[config.mk]
export PLATFORM = sky130hd
export DESIGN_NAME = ram_port_arbiter
export DESIGN_NICKNAME = d
export VERILOG_FILES = /design/src/rtl/ram_port_arbiter.sv
export SDC_FILE = /design/constraint.sdc
export NUM_CORES = 1
export LEC_CHECK = 0
export BUFFER_PORTS_ARGS = -buffer_cell sky130_fd_sc_hd__buf_2
export CORE_MARGIN = 2
export CORE_UTILIZATION = 32
export DETAILED_ROUTE_END_ITERATION = 16
export GPL_TIMING_DRIVEN = 0
export PLACE_DENSITY = 0.87
export SLEW_MARGIN = 10
export SYNTH_ARGS = -nofsm -noshare
export SYNTH_HDL_FRONTEND = slang
export SYNTH_SLANG_ARGS = --single-unit
[constraint.sdc]
create_clock -name clk -period 1.6 [get_ports clk]
set_clock_uncertainty 0.15 [all_clocks]
set_input_delay 0 -clock clk [delete_from_list [all_inputs] [get_ports clk]]
set_output_delay 0 -clock clk [all_outputs]
set_load 0.05 [all_outputs]
[src/rtl/ram_port_arbiter.sv]
// Two-client arbiter for an 8x10 dual-port RAM: independent round-robin write/read ports, clear sequencing.
// Optional per-client grant counters are enabled with `define ARB_GNT_CNT_EN.
module ram_port_arbiter #(
   parameter int DATA_W = 10,
   parameter int ADDR_W = 3
) (
   input  logic              clk,
   input  logic              rst,
   input  logic              clr_req,
   input  logic              c0_wr_req,
   input  logic              c1_wr_req,
   input  logic [ADDR_W-1:0] c0_wr_addr,
   input  logic [ADDR_W-1:0] c1_wr_addr,
   input  logic [DATA_W-1:0] c0_wr_data,
   input  logic [DATA_W-1:0] c1_wr_data,
   input  logic              c0_rd_req,
   input  logic              c1_rd_req,
   input  logic [ADDR_W-1:0] c0_rd_addr,
   input  logic [ADDR_W-1:0] c1_rd_addr,
   output logic              c0_wr_gnt,
   output logic              c1_wr_gnt,
   output logic              c0_rd_gnt,
   output logic              c1_rd_gnt,
   output logic              c0_rvalid,
   output logic              c1_rvalid,
   output logic [DATA_W-1:0] c0_rdata,
   output logic [DATA_W-1:0] c1_rdata,
   output logic              busy,
   output logic [DATA_W-1:0] ram_data,
   output logic [ADDR_W-1:0] ram_addr_wa,
   output logic [ADDR_W-1:0] ram_addr_ra,
   output logic              ram_we,
   output logic              ram_re,
   output logic [3:0]        ram_state,
`ifdef ARB_GNT_CNT_EN
   output logic [7:0]        c0_gnt_cnt,
   output logic [7:0]        c1_gnt_cnt,
`endif
   input  logic [DATA_W-1:0] ram_q
);

   typedef enum logic [0:0] {
      S_CLEAR = 1'b0,
      S_RUN   = 1'b1
   } state_t;

   state_t r_state;
   state_t w_next;

   logic w_run;
   logic r_wr_last;
   logic r_rd_last;
   logic r_c0_rvalid;
   logic r_c1_rvalid;
   logic w_c0_wg;
   logic w_c1_wg;
   logic w_c0_rg;
   logic w_c1_rg;

   always_ff @(posedge clk) begin
      if (rst) r_state <= S_CLEAR;
      else     r_state <= w_next;
   end

   always_comb begin
      w_next    = r_state;
      w_run     = 1'b0;
      busy      = 1'b1;
      ram_state = 4'b0001;
      unique case (r_state)
         S_CLEAR: begin
            if (!clr_req) w_next = S_RUN;
         end
         S_RUN: begin
            w_run     = 1'b1;
            busy      = 1'b0;
            ram_state = 4'b0010;
            if (clr_req) w_next = S_CLEAR;
         end
         default: w_next = S_CLEAR;
      endcase
   end

   // last pointer: 1 means c1 won the previous grant, so c0 wins a tie
   always_comb begin
      w_c0_wg = w_run & c0_wr_req & (~c1_wr_req | r_wr_last);
      w_c1_wg = w_run & c1_wr_req & (~c0_wr_req | ~r_wr_last);
      w_c0_rg = w_run & c0_rd_req & (~c1_rd_req | r_rd_last);
      w_c1_rg = w_run & c1_rd_req & (~c0_rd_req | ~r_rd_last);
   end

   assign c0_wr_gnt = w_c0_wg;
   assign c1_wr_gnt = w_c1_wg;
   assign c0_rd_gnt = w_c0_rg;
   assign c1_rd_gnt = w_c1_rg;
   assign ram_we    = w_c0_wg | w_c1_wg;
   assign ram_re    = w_c0_rg | w_c1_rg;

   always_comb begin
      ram_addr_wa = '0;
      ram_data    = '0;
      ram_addr_ra = '0;
      unique case (1'b1)
         w_c0_wg: begin
            ram_addr_wa = c0_wr_addr;
            ram_data    = c0_wr_data;
         end
         w_c1_wg: begin
            ram_addr_wa = c1_wr_addr;
            ram_data    = c1_wr_data;
         end
         default: ;
      endcase
      unique case (1'b1)
         w_c0_rg: ram_addr_ra = c0_rd_addr;
         w_c1_rg: ram_addr_ra = c1_rd_addr;
         default: ;
      endcase
   end

   always_ff @(posedge clk) begin
      if (rst) begin
         r_wr_last <= 1'b1;
         r_rd_last <= 1'b1;
      end else begin
         if (ram_we) r_wr_last <= w_c1_wg;
         if (ram_re) r_rd_last <= w_c1_rg;
      end
   end

   always_ff @(posedge clk) begin
      if (rst) begin
         r_c0_rvalid <= 1'b0;
         r_c1_rvalid <= 1'b0;
      end else begin
         r_c0_rvalid <= w_c0_rg;
         r_c1_rvalid <= w_c1_rg;
      end
   end

   assign c0_rvalid = r_c0_rvalid;
   assign c1_rvalid = r_c1_rvalid;
   assign c0_rdata  = r_c0_rvalid ? ram_q : '0;
   assign c1_rdata  = r_c1_rvalid ? ram_q : '0;

`ifdef ARB_GNT_CNT_EN
   logic [7:0] r_c0_cnt;
   logic [7:0] r_c1_cnt;
   logic       w_c0_any;
   logic       w_c1_any;

   assign w_c0_any = w_c0_wg | w_c0_rg;
   assign w_c1_any = w_c1_wg | w_c1_rg;

   // counters saturate and are wiped on every clear cycle
   always_ff @(posedge clk) begin
      if (rst || r_state == S_CLEAR) begin
         r_c0_cnt <= '0;
         r_c1_cnt <= '0;
      end else begin
         if (w_c0_any && r_c0_cnt != 8'hFF) r_c0_cnt <= r_c0_cnt + 8'd1;
         if (w_c1_any && r_c1_cnt != 8'hFF) r_c1_cnt <= r_c1_cnt + 8'd1;
      end
   end

   assign c0_gnt_cnt = r_c0_cnt;
   assign c1_gnt_cnt = r_c1_cnt;
`endif

endmodule
==> out/qor.yml, run 1 <==
floorplan:
  die_area_mm2: 0.00249
  die_w_um: 49.9
  core_area_mm2: 0.00198
  die_height_um: 49.9
  core.rowCount: 16
  start_util_pct: 34.0
  io_pins: 98
power:
  leakage_nw: 0.778
  powerDensity_mw_per_mm2: 481
  totalPowerFinal_mw: 0.662
  peakVddDrop_mv: 0.321
synth:
  ys_warn_count: 0
  yosysUniqueCellTypes: 21
  syn_avg_cell_area_um2: 6.06
  synth_area_um2: 673
  ys_seq_area_share_pct: 14.9
  syn-instance-count: 111
  synth-seq-cells: 5
timing:
  finalSetupTns_ns: 0
  setup_violations: 0
  hold_viol: 0
  slew_violations: 0
  fmax_mhz: 663
  rsz0062_at_grt: "no"
  timing.final.crit_share_pct: 94.3
  setup_slack_ns: 0.0913
  min_period_ns: 1.51
global_routing:
  grt_pass1_wl_um: 4020
  grt_max_degree: 12
  antenna_found_initial: 0
  grtUsageTotal_pct: 20.6
  grt_overflow: 0
  grt_pass1_vias: 1015
finish:
  layout.nets: 268
  layout_common_cells: "84 x buf_2, 38 x nand2_1, 20 x and2_1"
  final_common_cell: "buf_2"
  diodes: 0
  synthToLayoutAreaGrowth_pct: 104
  utilization_pct: 69.4
  drive_gt1_share_pct: 58.3
  stdcell_area_mm2: 0.00138
clock_tree:
  cts_tree: "yes"
  ctsHtreeMaxLevel: 1
  cts-root-buf: "clkbuf_4"
  clock-sinks: 5
  ctsLongestPathBuffers: 2
  clk_pin_slew_ns: 0.04
  insertion_delay_ns: 0.24
  cts_buffers: 3
critical_path:
  critPathSlowestCell: "dfxtp_1"
  crit_chain: "o21ai_4 -> buf_6 -> o22ai_1 -> clkbuf_4"
  cp-start-kind: "flop"
  reg2reg_from: "r_state"
  cp.arrival_ns: 1.36
  endpoint_kind: "output port"
  r2r-end: "r_wr_last"
  crit_buf_inv: 2
  worst-r2r-cell-count: 5
  crit_fanout: 10
  critical_path_class: "reg -> out"
  crit_required_ns: 1.45
  rrSetupSlack_ns: 0.40
  critPathMaxStageDelay_ns: 0.41
  crit_family: "buffers and inverters"
detailed_routing:
  wirelength_um: 2570
  vias: 1130
  drc: 0
  via_per_inst: 4.61
  drt-initial-drc-count: 10
  ant_nets: 0
  drt_first_pass_iters: 3
  route.detailed.wl_per_inst_um: 10.5
min_path:
  hold_start: "c1_rd_req"
  hold_path.class: "in -> reg"
  min_path_cells: 4
  min_to: "r_rd_last"
placement:
  place_area_mm2: 0.00125
  pre_cts_ws_ns: 0.260
  gp_congestion: 0.737
  numPortBuffers: 95
  dp_hpwl_um: 2040
job:
  cap_violations: 0
outcome:
  run_status: "completed"
==> cell type report <==
| type | count | area, um^2 |
|---|---|---|
| Buffer | 10 | 86.3 |
| Multi-Input combinational cell | 95 | 554 |
| Inverter | 2 | 7.51 |
| Timing Repair Buffer | 102 | 566 |
| Fill cell | 194 | 607 |
| Sequential cell | 5 | 101 |
| Clock buffer | 4 | 26.3 |
| Tap cell | 27 | 33.8 |
==> metrics by stage <==
step,hold WS (ns),instances
after global placement,0.0110,234
after floorplan,-0.0833,112
final,0.00962,245
after global routing,0.0246,245
after detailed placement,0.0142,234
after CTS,0.00155,243
==> cells in the mapped netlist, drive strengths merged <==
library cell  count  area share, %
nand2            39             22
and2             20             19
o22ai            16             15
buf              10             12
nor2              8            4.5
dfxtp             5             15
a21oi             2            2.0
inv               2            1.1
nor2b             2            2.2
a211o             1            1.3
a31oi             1           0.93
and2b             1            1.1
conb              1           0.56
nand2b            1           0.93
o21ai             1            2.4
or2               1           0.93
==> where the power goes <==
| part | switching, mW | total [mW] | internal, mW |
|---|---|---|---|
| Sequential | 0.00704 | 0.138 | 0.131 |
| Clock | 0.0500 | 0.144 | 0.0942 |
| Combinational | 0.243 | 0.380 | 0.137 |
==> routing by layer <==
| metal | part of all wire [%] | vias to the layer above | GRT usage [%] | wire [um] |
|---|---|---|---|---|
| met5 | 0 | - | 0 | 0 |
| met4 | 0.47 | 0 | 8.33 | 12 |
| met3 | 10 | 2 | 4.24 | 269 |
| met2 | 51 | 70 | 39.8 | 1310 |
| met1 | 38 | 485 | 21.0 | 974 |
| li1 | - | 573 | - | - |
==> tightest hold or removal path: cells and delay by family <==
| kind | cells | cell delay (ns) |
|---|---|---|
| simple gates | 2 | 0.17 |
| buf+inv | 1 | 0.11 |
| compound gates | 1 | 0.09 |
==> worst max-delay path by stage <==
| stage | end | start | slack, ns | cells past startpoint |
|---|---|---|---|---|
| after CTS | ram_data[9] | r_state | 0.01 | 5 |
| after global routing | ram_addr_ra[2] | r_state | 0.02 | 5 |
| after global placement | ram_data[2] | r_state | 0.28 | 5 |
| after floorplan | c0_wr_gnt | r_state | 0.01 | 3 |
| after detailed placement | ram_data[1] | r_state | 0.26 | 5 |
| final | ram_data[7] | r_wr_last | 0.09 | 4 |
==> sequential cells by signal, summed over array words and instances, names as in the netlist <==
| register | count |
|---|---|
| c0_rvalid | 1 |
| c1_rvalid | 1 |
| r_rd_last | 1 |
| r_state | 1 |
| r_wr_last | 1 |
==> kinds of logic after synthesis <==
kind of cell    count (synthesis)  synth area share [%]
compound gates                 21                  21.6
simple gates                   72                  50.0
buf+inv                        12                  13.0
other cells                     1                 0.557
flops                           5                  14.9
==> what timing repair did <==
| action | CTS | global route |
|---|---|---|
| gates resized for setup | 1 | 14 |
| cloned | 0 | 0 |
| setup buffers | 0 | 3 |
| endpoints found under the setup margin | 1 | 17 |
| hold endpoints to repair | 5 | 0 |
| hold buffers | 5 | 0 |
Power figures use the tool's default switching activity.
==> run 2, diff against run 1 <==
Settings changed: CORE_UTILIZATION 32 to 33, CTS_BUF_LIST from default to sky130_fd_sc_hd__clkbuf_8, PLACE_DENSITY 0.87 to 0.89, SLEW_MARGIN 10 to default.
==> out/qor.yml, run 2 (synthesized netlist as in run 1, its figures left out) <==
floorplan:
  die_height_um: 49.2
  die_w_um: 49.2
  die_area_mm2: 0.00242
  start_util_pct: 34.7
  core_area_mm2: 0.00194
  core.rowCount: 16
  io_pins: 98
critical_path:
  worst-r2r-cell-count: 5
  cp-start-kind: "flop"
  crit_buf_inv: 3
  critPathSlowestCell: "dfxtp_2"
  cp.arrival_ns: 1.37
  critPathMaxStageDelay_ns: 0.33
  crit_family: "buffers and inverters"
  critPathMostFrequentCell: "buf_2"
  crit_fanout: 10
  crit_end: "ram_data[3]"
  rrSetupSlack_ns: 0.38
  crit_chain: "buf_6 -> buf_2 -> nand2_1 -> o22ai_2 -> buf_2"
  reg2reg_from: "r_state"
  setup.worst_path.start: "r_state"
  cp.depth: 5
  r2r-end: "r_wr_last"
  endpoint_kind: "output port"
  crit_required_ns: 1.45
  critical_path_class: "reg -> out"
finish:
  instances_no_fill: 245
  utilization_pct: 70.7
  fillers: 170
  synthToLayoutAreaGrowth_pct: 104
  layout_common_cells: "94 x buf_2, 37 x nand2_1, 20 x and2_1"
  final_common_cell: "buf_2"
  drive_gt1_share_pct: 58.7
  stdcell_area_mm2: 0.00137
  layout.nets: 268
  diodes: 0
global_routing:
  grt_overflow: 0
  grt_pass1_wl_um: 4060
  grtUsageTotal_pct: 21.1
  grt_pass1_vias: 999
  grt_max_degree: 12
  antenna_found_initial: 0
detailed_routing:
  route.detailed.wl_per_inst_um: 10.9
  ant_nets: 0
  drt-initial-drc-count: 14
  wirelength_um: 2670
  drt_first_pass_iters: 4
  via_per_inst: 4.60
  drc: 0
  vias: 1127
timing:
  setup_violations: 0
  fmax_mhz: 660
  slew_violations: 0
  timing.final.crit_share_pct: 94.8
  min_period_ns: 1.52
  hold_viol: 0
clock_tree:
  insertion_delay_ns: 0.22
  ctsHtreeMaxLevel: 1
  ctsLongestPathBuffers: 2
  cts_buffers: 3
  cts_tree: "yes"
  clock-sinks: 5
  cts-root-buf: "clkbuf_8"
  clk_pin_slew_ns: 0.03
power:
  peakVddDrop_mv: 0.304
  totalPowerFinal_mw: 0.736
  powerDensity_mw_per_mm2: 535
  leakage_nw: 0.812
min_path:
  hold_start: "c0_rd_req"
  hold_path.class: "in -> reg"
outcome:
  run_status: "completed"
job:
  cap_violations: 0
placement:
  gp_congestion: 0.741
  place_area_mm2: 0.00125
  numPortBuffers: 95
  dp_hpwl_um: 2180
  dp_cells: 234
## run 2: cell types whose count changed in the layout (fill, tap and decap cells not counted)
cell / before / now
buf_2: 84 / 94
buf_4: 10 / 9
clkbuf_1: 1 / 0
clkbuf_4: 14 / 2
clkbuf_8: 0 / 3
dlygate4sd3_1: 4 / 3
dlymetal6s4s_1: 0 / 1
inv_1: 1 / 2
nand2_1: 38 / 37
nand2_2: 1 / 2
## run 2: worst min path at each step
stage	to	slack, ns	cells past startpoint
5_1_grt	r_rd_last	0.03	3
6_report	r_rd_last	0.009	3
4_1_cts	r_rd_last	0.004	3
2_1_floorplan	r_state	-0.08	1
3_3_place_gp	r_state	0.009	2
3_5_place_dp	r_state	0.01	2
## run 2: cell type report
type                       instances  area, um^2  share of cell area [%]
multi-input combinational         95         557                    40.5
timing repair buffer             102         546                    39.7
sequential                         5         101                    7.38
buffer                            10        83.8                    6.10
clock buffer                       3        41.3                    3.01
tap                               27        33.8                    2.46
inverter                           2        7.51                   0.546
clock inverter                     1        3.75                   0.273
## run 2: where the power goes
group / switching [mW] / internal, mW / total, mW
Combinational: 0.243 / 0.131 / 0.374
Sequential: 0.00751 / 0.131 / 0.139
Clock: 0.0589 / 0.164 / 0.223
Total: 0.310 / 0.426 / 0.736
## run 2: through the flow
stage	setup WS [ns]	setup TNS (ns)	hold slack, ns
after floorplan	0.0108	0	-0.0833
after global placement	0.271	0	0.00901
after detailed placement	0.261	0	0.0127
after CTS	0.00920	0	0.00436
after global routing	-0.000446	-0.000446	0.0274
final	0.0840	0	0.00944
## run 2: layer usage
layer / track usage [%] / share of wire, % / vias up
li1: - / - / 571
met1: 21.1 / 37 / 480
met2: 40.3 / 52 / 72
met3: 6.75 / 10 / 4
met4: 6.67 / 0.67 / 0
met5: 0 / 0 / -
## run 2: worst register-to-register path: stages (launching register included)
cell     delay [ns]
dfxtp_2        0.32
buf_6          0.13
buf_4          0.13
a21oi_1        0.13
a31oi_1        0.05
or2_1          0.20
## run 2: repair_timing
item                                    4_1_cts  5_1_grt
endpoints found under the setup margin        0       14
hold endpoints to repair                      5        0
resized for setup                             0        7
buffers inserted                              0        3
hold buffers                                  4        0
